$ cat src/rtl/ex_ls.sv
// rtl/ex_ls.sv - load/store execution unit, byte-serial access on a shared 8-bit memory port
module ex_ls #(
    parameter int               TAG_W    = 4,
    parameter logic [TAG_W-1:0] UNLOCKED = {TAG_W{1'b1}}
) (
    input  logic             clk,
    input  logic             rst,
    input  logic             rdy,
    input  logic             rs_busy_in,
    input  logic [3:0]       rs_op_in,
    input  logic [31:0]      rs_offset_in,
    input  logic [TAG_W-1:0] rs_tagx_in,
    input  logic [TAG_W-1:0] rs_tagy_in,
    input  logic [TAG_W-1:0] rs_tagw_in,
    input  logic [31:0]      rs_datax_in,
    input  logic [31:0]      rs_datay_in,
    input  logic [4:0]       rs_target_in,
    output logic             busy_ls,
    output logic             en_ls,
    output logic [31:0]      ls_data,
    output logic [TAG_W-1:0] ls_tag_out,
    output logic [4:0]       ls_target_out,
    output logic             mem_req,
    input  logic             mem_gnt,
    output logic [31:0]      mem_a,
    output logic             mem_wr,
    output logic [7:0]       mem_dout,
    input  logic [7:0]       mem_din
);

    typedef enum logic [1:0] {S_IDLE, S_ACCESS, S_WAIT, S_DONE} state_t;

    state_t           state;
    state_t           state_nxt;
    logic [3:0]       op_q;
    logic [31:0]      addr_q;
    logic [31:0]      datay_q;
    logic [31:0]      result_q;
    logic [31:0]      result_nxt;
    logic [31:0]      load_val;
    logic [TAG_W-1:0] tagw_q;
    logic [4:0]       target_q;
    logic [1:0]       idx_q;
    logic [1:0]       last_idx;
    logic [1:0]       cap_idx;
    logic [7:0]       store_byte;
    logic             pend_q;
    logic             is_store;
    logic             accept;
    logic             issue;
    logic             last_issue;
    logic             capture;

    assign is_store   = op_q[3];
    assign accept     = (state == S_IDLE) && rdy && rs_busy_in && (rs_tagx_in == UNLOCKED)
                        && (!rs_op_in[3] || (rs_tagy_in == UNLOCKED));
    assign issue      = (state == S_ACCESS) && rdy && mem_gnt;
    assign last_issue = issue && (idx_q == last_idx);
    // Read data lags its grant by one cycle; pend_q remembers that a byte is in flight.
    assign capture    = rdy && pend_q;
    assign cap_idx    = idx_q - 2'd1;

    always_comb begin
        case (op_q[1:0])
            2'b00:   last_idx = 2'd0;
            2'b01:   last_idx = 2'd1;
            default: last_idx = 2'd3;
        endcase
    end

    always_comb begin
        case (idx_q)
            2'd0:    store_byte = datay_q[7:0];
            2'd1:    store_byte = datay_q[15:8];
            2'd2:    store_byte = datay_q[23:16];
            default: store_byte = datay_q[31:24];
        endcase
    end

    always_comb begin
        result_nxt = result_q;
        if (capture) begin
            case (cap_idx)
                2'd0:    result_nxt[7:0]   = mem_din;
                2'd1:    result_nxt[15:8]  = mem_din;
                2'd2:    result_nxt[23:16] = mem_din;
                default: result_nxt[31:24] = mem_din;
            endcase
        end
    end

    always_comb begin
        case (op_q[2:0])
            3'b000:  load_val = {{24{result_nxt[7]}}, result_nxt[7:0]};
            3'b001:  load_val = {{16{result_nxt[15]}}, result_nxt[15:0]};
            3'b100:  load_val = {24'd0, result_nxt[7:0]};
            3'b101:  load_val = {16'd0, result_nxt[15:0]};
            default: load_val = result_nxt;
        endcase
    end

    always_ff @(posedge clk) begin
        if (rst) state <= S_IDLE;
        else     state <= state_nxt;
    end

    always_comb begin
        state_nxt = state;
        if (rdy) begin
            case (state)
                S_IDLE:   if (accept) state_nxt = S_ACCESS;
                S_ACCESS: if (last_issue) state_nxt = is_store ? S_DONE : S_WAIT;
                S_WAIT:   state_nxt = S_DONE;
                S_DONE:   state_nxt = S_IDLE;
                default:  state_nxt = S_IDLE;
            endcase
        end
    end

    // rst gates the port so an aborted store never lands another byte.
    always_comb begin
        busy_ls  = 1'b0;
        en_ls    = 1'b0;
        mem_req  = 1'b0;
        mem_wr   = 1'b0;
        mem_a    = 32'd0;
        mem_dout = 8'd0;
        case (state)
            S_IDLE:   busy_ls = rs_busy_in;
            S_ACCESS: begin
                busy_ls = 1'b1;
                mem_a   = addr_q + {30'd0, idx_q};
                mem_req = rdy && !rst;
                mem_wr  = rdy && !rst && is_store;
                if (rdy && !rst && is_store) mem_dout = store_byte;
            end
            S_WAIT:   busy_ls = 1'b1;
            S_DONE:   en_ls = rdy;
            default:  busy_ls = 1'b0;
        endcase
    end

    always_ff @(posedge clk) begin
        if (rst) begin
            op_q          <= 4'd0;
            addr_q        <= 32'd0;
            datay_q       <= 32'd0;
            tagw_q        <= '0;
            target_q      <= 5'd0;
            idx_q         <= 2'd0;
            result_q      <= 32'd0;
            pend_q        <= 1'b0;
            ls_data       <= 32'd0;
            ls_tag_out    <= '0;
            ls_target_out <= 5'd0;
        end else if (rdy) begin
            pend_q <= issue && !is_store;
            if (accept) begin
                op_q     <= rs_op_in;
                addr_q   <= rs_datax_in + rs_offset_in;
                datay_q  <= rs_datay_in;
                tagw_q   <= rs_tagw_in;
                target_q <= rs_target_in;
                idx_q    <= 2'd0;
                result_q <= 32'd0;
            end else begin
                if (issue) idx_q <= idx_q + 2'd1;
                result_q <= result_nxt;
            end
            if (state == S_WAIT) begin
                ls_data       <= load_val;
                ls_tag_out    <= tagw_q;
                ls_target_out <= target_q;
            end else if (last_issue && is_store) begin
                ls_data       <= 32'd0;
                ls_tag_out    <= tagw_q;
                ls_target_out <= 5'd0;
            end
        end
    end

endmodule

$ cat config.mk
export PLATFORM = sky130hd
export DESIGN_NAME = ex_ls
export DESIGN_NICKNAME = d
export VERILOG_FILES = /design/src/rtl/ex_ls.sv
export SDC_FILE = /design/constraint.sdc
export NUM_CORES = 1
export LEC_CHECK = 0
export ABC_AREA = 1
export CAP_MARGIN = 20
export CORE_AREA = 3 3 167 202
export CTS_CLUSTER_SIZE = 20
export DETAILED_ROUTE_END_ITERATION = 16
export DIE_AREA = 0 0 170 205
export PLACE_DENSITY = 0.55
export SLEW_MARGIN = 40
export SYNTH_ARGS = -nofsm -noshare
export SYNTH_HDL_FRONTEND = slang
export SYNTH_SLANG_ARGS = --single-unit
$ cat constraint.sdc
create_clock -name clk -period 2.15 [get_ports clk]
set_input_delay 0.43 -clock clk [delete_from_list [all_inputs] [get_ports clk]]
set_output_delay 0.43 -clock clk [all_outputs]
set_load 0.005 [all_outputs]
* Word level (Yosys, flattened, before mapping) *
Cells that the tools add are included.

cells by class
  reductions and logical operators = 29
  equal/unequal tests = 16
  mux-type cells = 28
  add/subtract/negate cells = 4

operators with widths
  operator                                        number
  two-way mux 32 bit                              5
  one-hot mux 32 bit (4 select lines)             1
  two-way mux 8 bit                               6
  adder 32 x 2 -> 32 bit                          1
  adder 32 bit                                    1
  one-hot mux 8 bit (3 select lines)              1
  logical AND 1 bit                               12
  two-way mux 5 bit                               2
  == test 2 x 1 -> 1 bit (second input constant)  4
  == test 2 bit (second input constant)           4
  == test 4 bit (second input constant)           2
  zero test 2 bit                                 4
  two-way mux 2 bit                               4
  two-way mux 4 bit                               2
  one-hot mux 2 bit (4 select lines)              1
  == test 3 bit (second input constant)           2
  AND reduction 2 bit                             3
  two-way mux 1 bit                               4
  inequality test 2 bit (second input constant)   2
  one-hot mux 2 bit (2 select lines)              1
  nonzero test 2 bit                              2
  == test 3 x 1 -> 1 bit (second input constant)  1
  zero test 1 bit                                 3
  zero test 3 bit                                 1
  other kinds (8)                                 8

storage, ports and cells
  bits in registers = 155
  output and inout bits = 85
  bits of input ports = 130

* Depth between registers and ports, before layout *
  word-level depth = 7
  mapped depth = 14
  gate-level depth less buffers = 14

* Worst setup path before layout *
No wires, ideal clock.

  path type = flip-flop to output port
  start = register idx_q[0]
  end = output mem_a[24]
  arrival time = 1.752 ns
  required time = 1.720 ns
  cell stages (with the launch flop) = 10
  slack = -0.032 ns
  path buffers = 0
  path through = dfxtp_1 -> ha_1 -> fa_1 -> nand3_1 -> nor2_2 -> nand2_1 -> nor2_1 -> nand3_1 -> xor2_1 -> nor2_1

between the ends
  longest elaborated chain between the ends = 2

RTL lines
  element                 line  source
  start, declared         43    logic [1:0] idx_q;
  start signal, assigned  167   if (issue) idx_q <= idx_q + 2'd1;
  adder 32 x 2 -> 32 bit  132   mem_a = addr_q + {30'd0, idx_q};
  two-way mux 32 bit      128   case (state)
  end, declared           25    output logic [31:0] mem_a,

No other way between the ends.

* Worst setup path in the final report *
  start = register idx_q[0]
  end = output mem_a[12]

The elaborated chain is that of the path after synthesis.

==> summary.md <==
| Metric | Value |
|---|---|
| Run status | finished with violations |
| Failing checks | setup timing |
| Share of the clock period used by the worst path | 1.23 |
| Max cap viols | 0 |
| Hold slack final | 0.463 ns |
| # fillers | 3319 |
| Mean post-synth cell area | 6.43 um2 |
| Yosys warning count | 0 |
| DRC Markers | 0 |
| Hold crit path type | reg -> reg |
| Latest clock arrival within the worst-skew pair | 0.42 ns |
| Gr ovfl total | 0 |
| Synth cell types | 42 |
| DP HPWL | 26300 um |
| Final wirelength | 33900 um |
| Critical path data arrival time | 2.21 ns |
| Tot Pwr | 7260 uW |
| DIE AREA | 34900 um2 |
| Clock group share of total power | 0.399 |
| Combinational share of power | 0.200 |
| Reg power frac | 0.401 |
| Final net count | 2110 |
| Pleak | 0.00673 uW |
| First-pass GRT wire length | 54100 um |
| Drt pass-1 iters | 5 |
| Num rows | 72 |
| EDFF count, synth | 0 |
| Clock root buffer | clkbuf_16 |
| Sw Ratio | 0.277 |
| Initial Utilization | 0.307 |
| Post-Route Setup TNS | -12.37 ns |
| Sequential area share after synthesis | 0.315 |
| CP startpoint kind | flop |
| Max-slew violation count | 0 |
| Chip Width | 170 um |
| Gr usage total | 0.194 |
| Vias in the first global route | 10700 |
| CTS Hold Bufs | 0 |
| CTS tree | built |
| Worst Tran Pin Value | 0.619 ns |
| Synth-to-Final Area Change | 53.4% |
| Asr flop ratio synth | 0 |
| H-tree levels | 4 |
| PD cells | 481 nW/um2 |
| Clk sinks | 155 |
| Max FO, Critical Path | 3 |
| Synthesized Nets | 1708 |
| Cts bufs inserted | 17 |
| Commonest non-fill, non-tap cell in the layout | nand2_1 |
| Antenna Nets Post-Route | 0 |
| Area of the multi-input gates | 6160 um2 |
| Fin crit period | 2.64 ns |
| Unrepaired setup endpoints after global routing | true |
| Clock buffer depth | 2 |
| Port Buffers | 214 |
| Final GP Congestion | 0.908 |
| Final setup violation count | 38 |
| Sw Pwr | 2010 uW |
| Via count | 10800 |
| Final Hold Fails | 0 |
| Element type at the critical path end | primary output |
| Post-DP Area | 13900 um2 |
| Final Instance Area | 15100 um2 |
| FMAX | 379 MHz |
| Cell internal pwr | 5250 uW |
| DRT iter0 DRCs | 514 |
| Max_slew headroom | 0.587 |
| Die Y | 205 um |
| Post-Syn Area | 9840 um2 |
| Vias per Instance | 4.59 |
| Clk slew on worst S/H paths | 0.06 ns |
| Initial antenna violation count | 2 |
| WL/cell | 14.4 um |
| Ys flop type | dfxtp_1 |
| Num ports | 215 |
| Critical Path RT | 1.72 ns |
| Final worst setup slack | -0.488 ns |
| Largest net degree at the start of global routing | 62 |
| Core area | 32100 um2 |
| Layout cells sized above 1 | 0.262 |
| Yosys reg bits | 155 |
| Post-Synthesis Cells | 1531 |
| Kind of critical path | reg -> out |
| VDD IR max | 0.481 mV |
| Most frequent cells in the layout | 354 x nand2_1, 200 x buf_4, 199 x nor2_1, 185 x inv_1, 168 x clkdlybuf4s50_1 |
| Storage element area | 3120 um2 |
| Clock Skew | 0.00778 ns |
[synthesized netlist by cell type (2+ instances only)]
| master | number | area, um2 |
|---|---|---|
| a21oi_1 | 88 | 440 |
| a21oi_2 | 37 | 324 |
| a31oi_1 | 8 | 50.1 |
| and2_1 | 2 | 12.5 |
| buf_1 | 4 | 15.0 |
| buf_12 | 4 | 80.1 |
| buf_2 | 15 | 75.1 |
| buf_6 | 3 | 33.8 |
| clkbuf_1 | 35 | 131 |
| dfxtp_1 | 155 | 3100 |
| fa_1 | 2 | 40.0 |
| ha_1 | 45 | 563 |
| inv_1 | 197 | 739 |
| inv_2 | 2 | 7.51 |
| nand2_1 | 377 | 1420 |
| nand2_2 | 39 | 244 |
| nand2_4 | 2 | 22.5 |
| nand3_1 | 68 | 340 |
| nand3b_1 | 4 | 30.0 |
| nand4_1 | 10 | 62.6 |
| nor2_1 | 211 | 792 |
| nor2_2 | 3 | 18.8 |
| nor3_1 | 53 | 265 |
| nor4_1 | 6 | 37.5 |
| o21ai_0 | 109 | 546 |
| o21ai_1 | 5 | 25.0 |
| o21bai_1 | 2 | 15.0 |
| or2_2 | 7 | 43.8 |
| xnor2_1 | 4 | 35.0 |
| xor2_1 | 22 | 193 |
[flip-flops by register name (all words and copies together) (netlist names)]
name           cells
datay_q           32
target_q           5
state              2
idx_q              2
tagw_q             4
ls_tag_out         4
pend_q             1
op_q               4
ls_data           32
result_q          32
addr_q            32
ls_target_out      5
[power groups by stage]
stage	clock [uW]	combinational (uW)	sequential, uW
3_5_place_dp	0	1380	2970
5_1_grt	3100	1620	2910
6_report	2890	1450	2910
3_3_place_gp	0	1380	2970
2_1_floorplan	0	705	2970
4_1_cts	2980	1440	2910
[final timing paths]
kind	startpoint	to	slack, ns	cells past startpoint
worst max register to register	idx_q[1]	ls_data[29]	0.13	13
worst max-delay path	idx_q[0]	mem_a[12]	-0.49	11
worst min-delay path	ls_data[20]	ls_data[20]	0.46	2
worst min register to register	ls_data[20]	ls_data[20]	0.46	2
[layout make-up]
class,count,area share
well taps,407,0.0337
flip-flops and latches,155,0.207
clock inverters,12,0.00746
inverters,201,0.0516
multi-input cells,1113,0.408
repair inverters,1,0.000497
clock buffers,19,0.0300
repair buffers,444,0.262
diodes,2,0.000332
[critical path, cell delays in order (launching register included)]
cell	delay, ns
dfxtp_2	0.35
ha_4	0.15
fa_2	0.20
nand3_2	0.11
nor2_4	0.18
buf_6	0.13
nand2_1	0.05
nand2_1	0.09
o21ai_0	0.08
o21ai_1	0.13
inv_1	0.05
dlygate4sd2_1	0.26
[metal layers]
metal | global-route usage | routed length [um]
met1 | 0.222 | 13900
met2 | 0.357 | 17500
met4 | 0.0855 | 1300
met3 | 0.0253 | 1270
met5 | 0 | 0
[what timing repair did]
item                       in CTS  in global routing
setup buffers                  17                  7
pin swaps                      37                 33
setup endpoints to repair      44                 61
resized for setup             277                 57
cloned                          1                  0
[per-stage QoR]
stage	util	worst slack (ns)	instances
final	0.471	-0.488	2354
after global routing	0.471	-0.639	2354
after CTS	0.463	-0.544	2346
after detailed placement	0.434	-0.726	2299
after global placement	0.434	-0.729	2299
after floorplan	-	0.0101	1531
[logic make-up after synthesis]
logic type,count (synthesis),share of synthesized area
buf+inv,263,0.112
flops,155,0.315
xor+xnor,26,0.0231
compound gates,253,0.148
fa+ha+maj,47,0.0613
simple gates,787,0.340
Note: power is estimated with default switching activity, not from simulation.
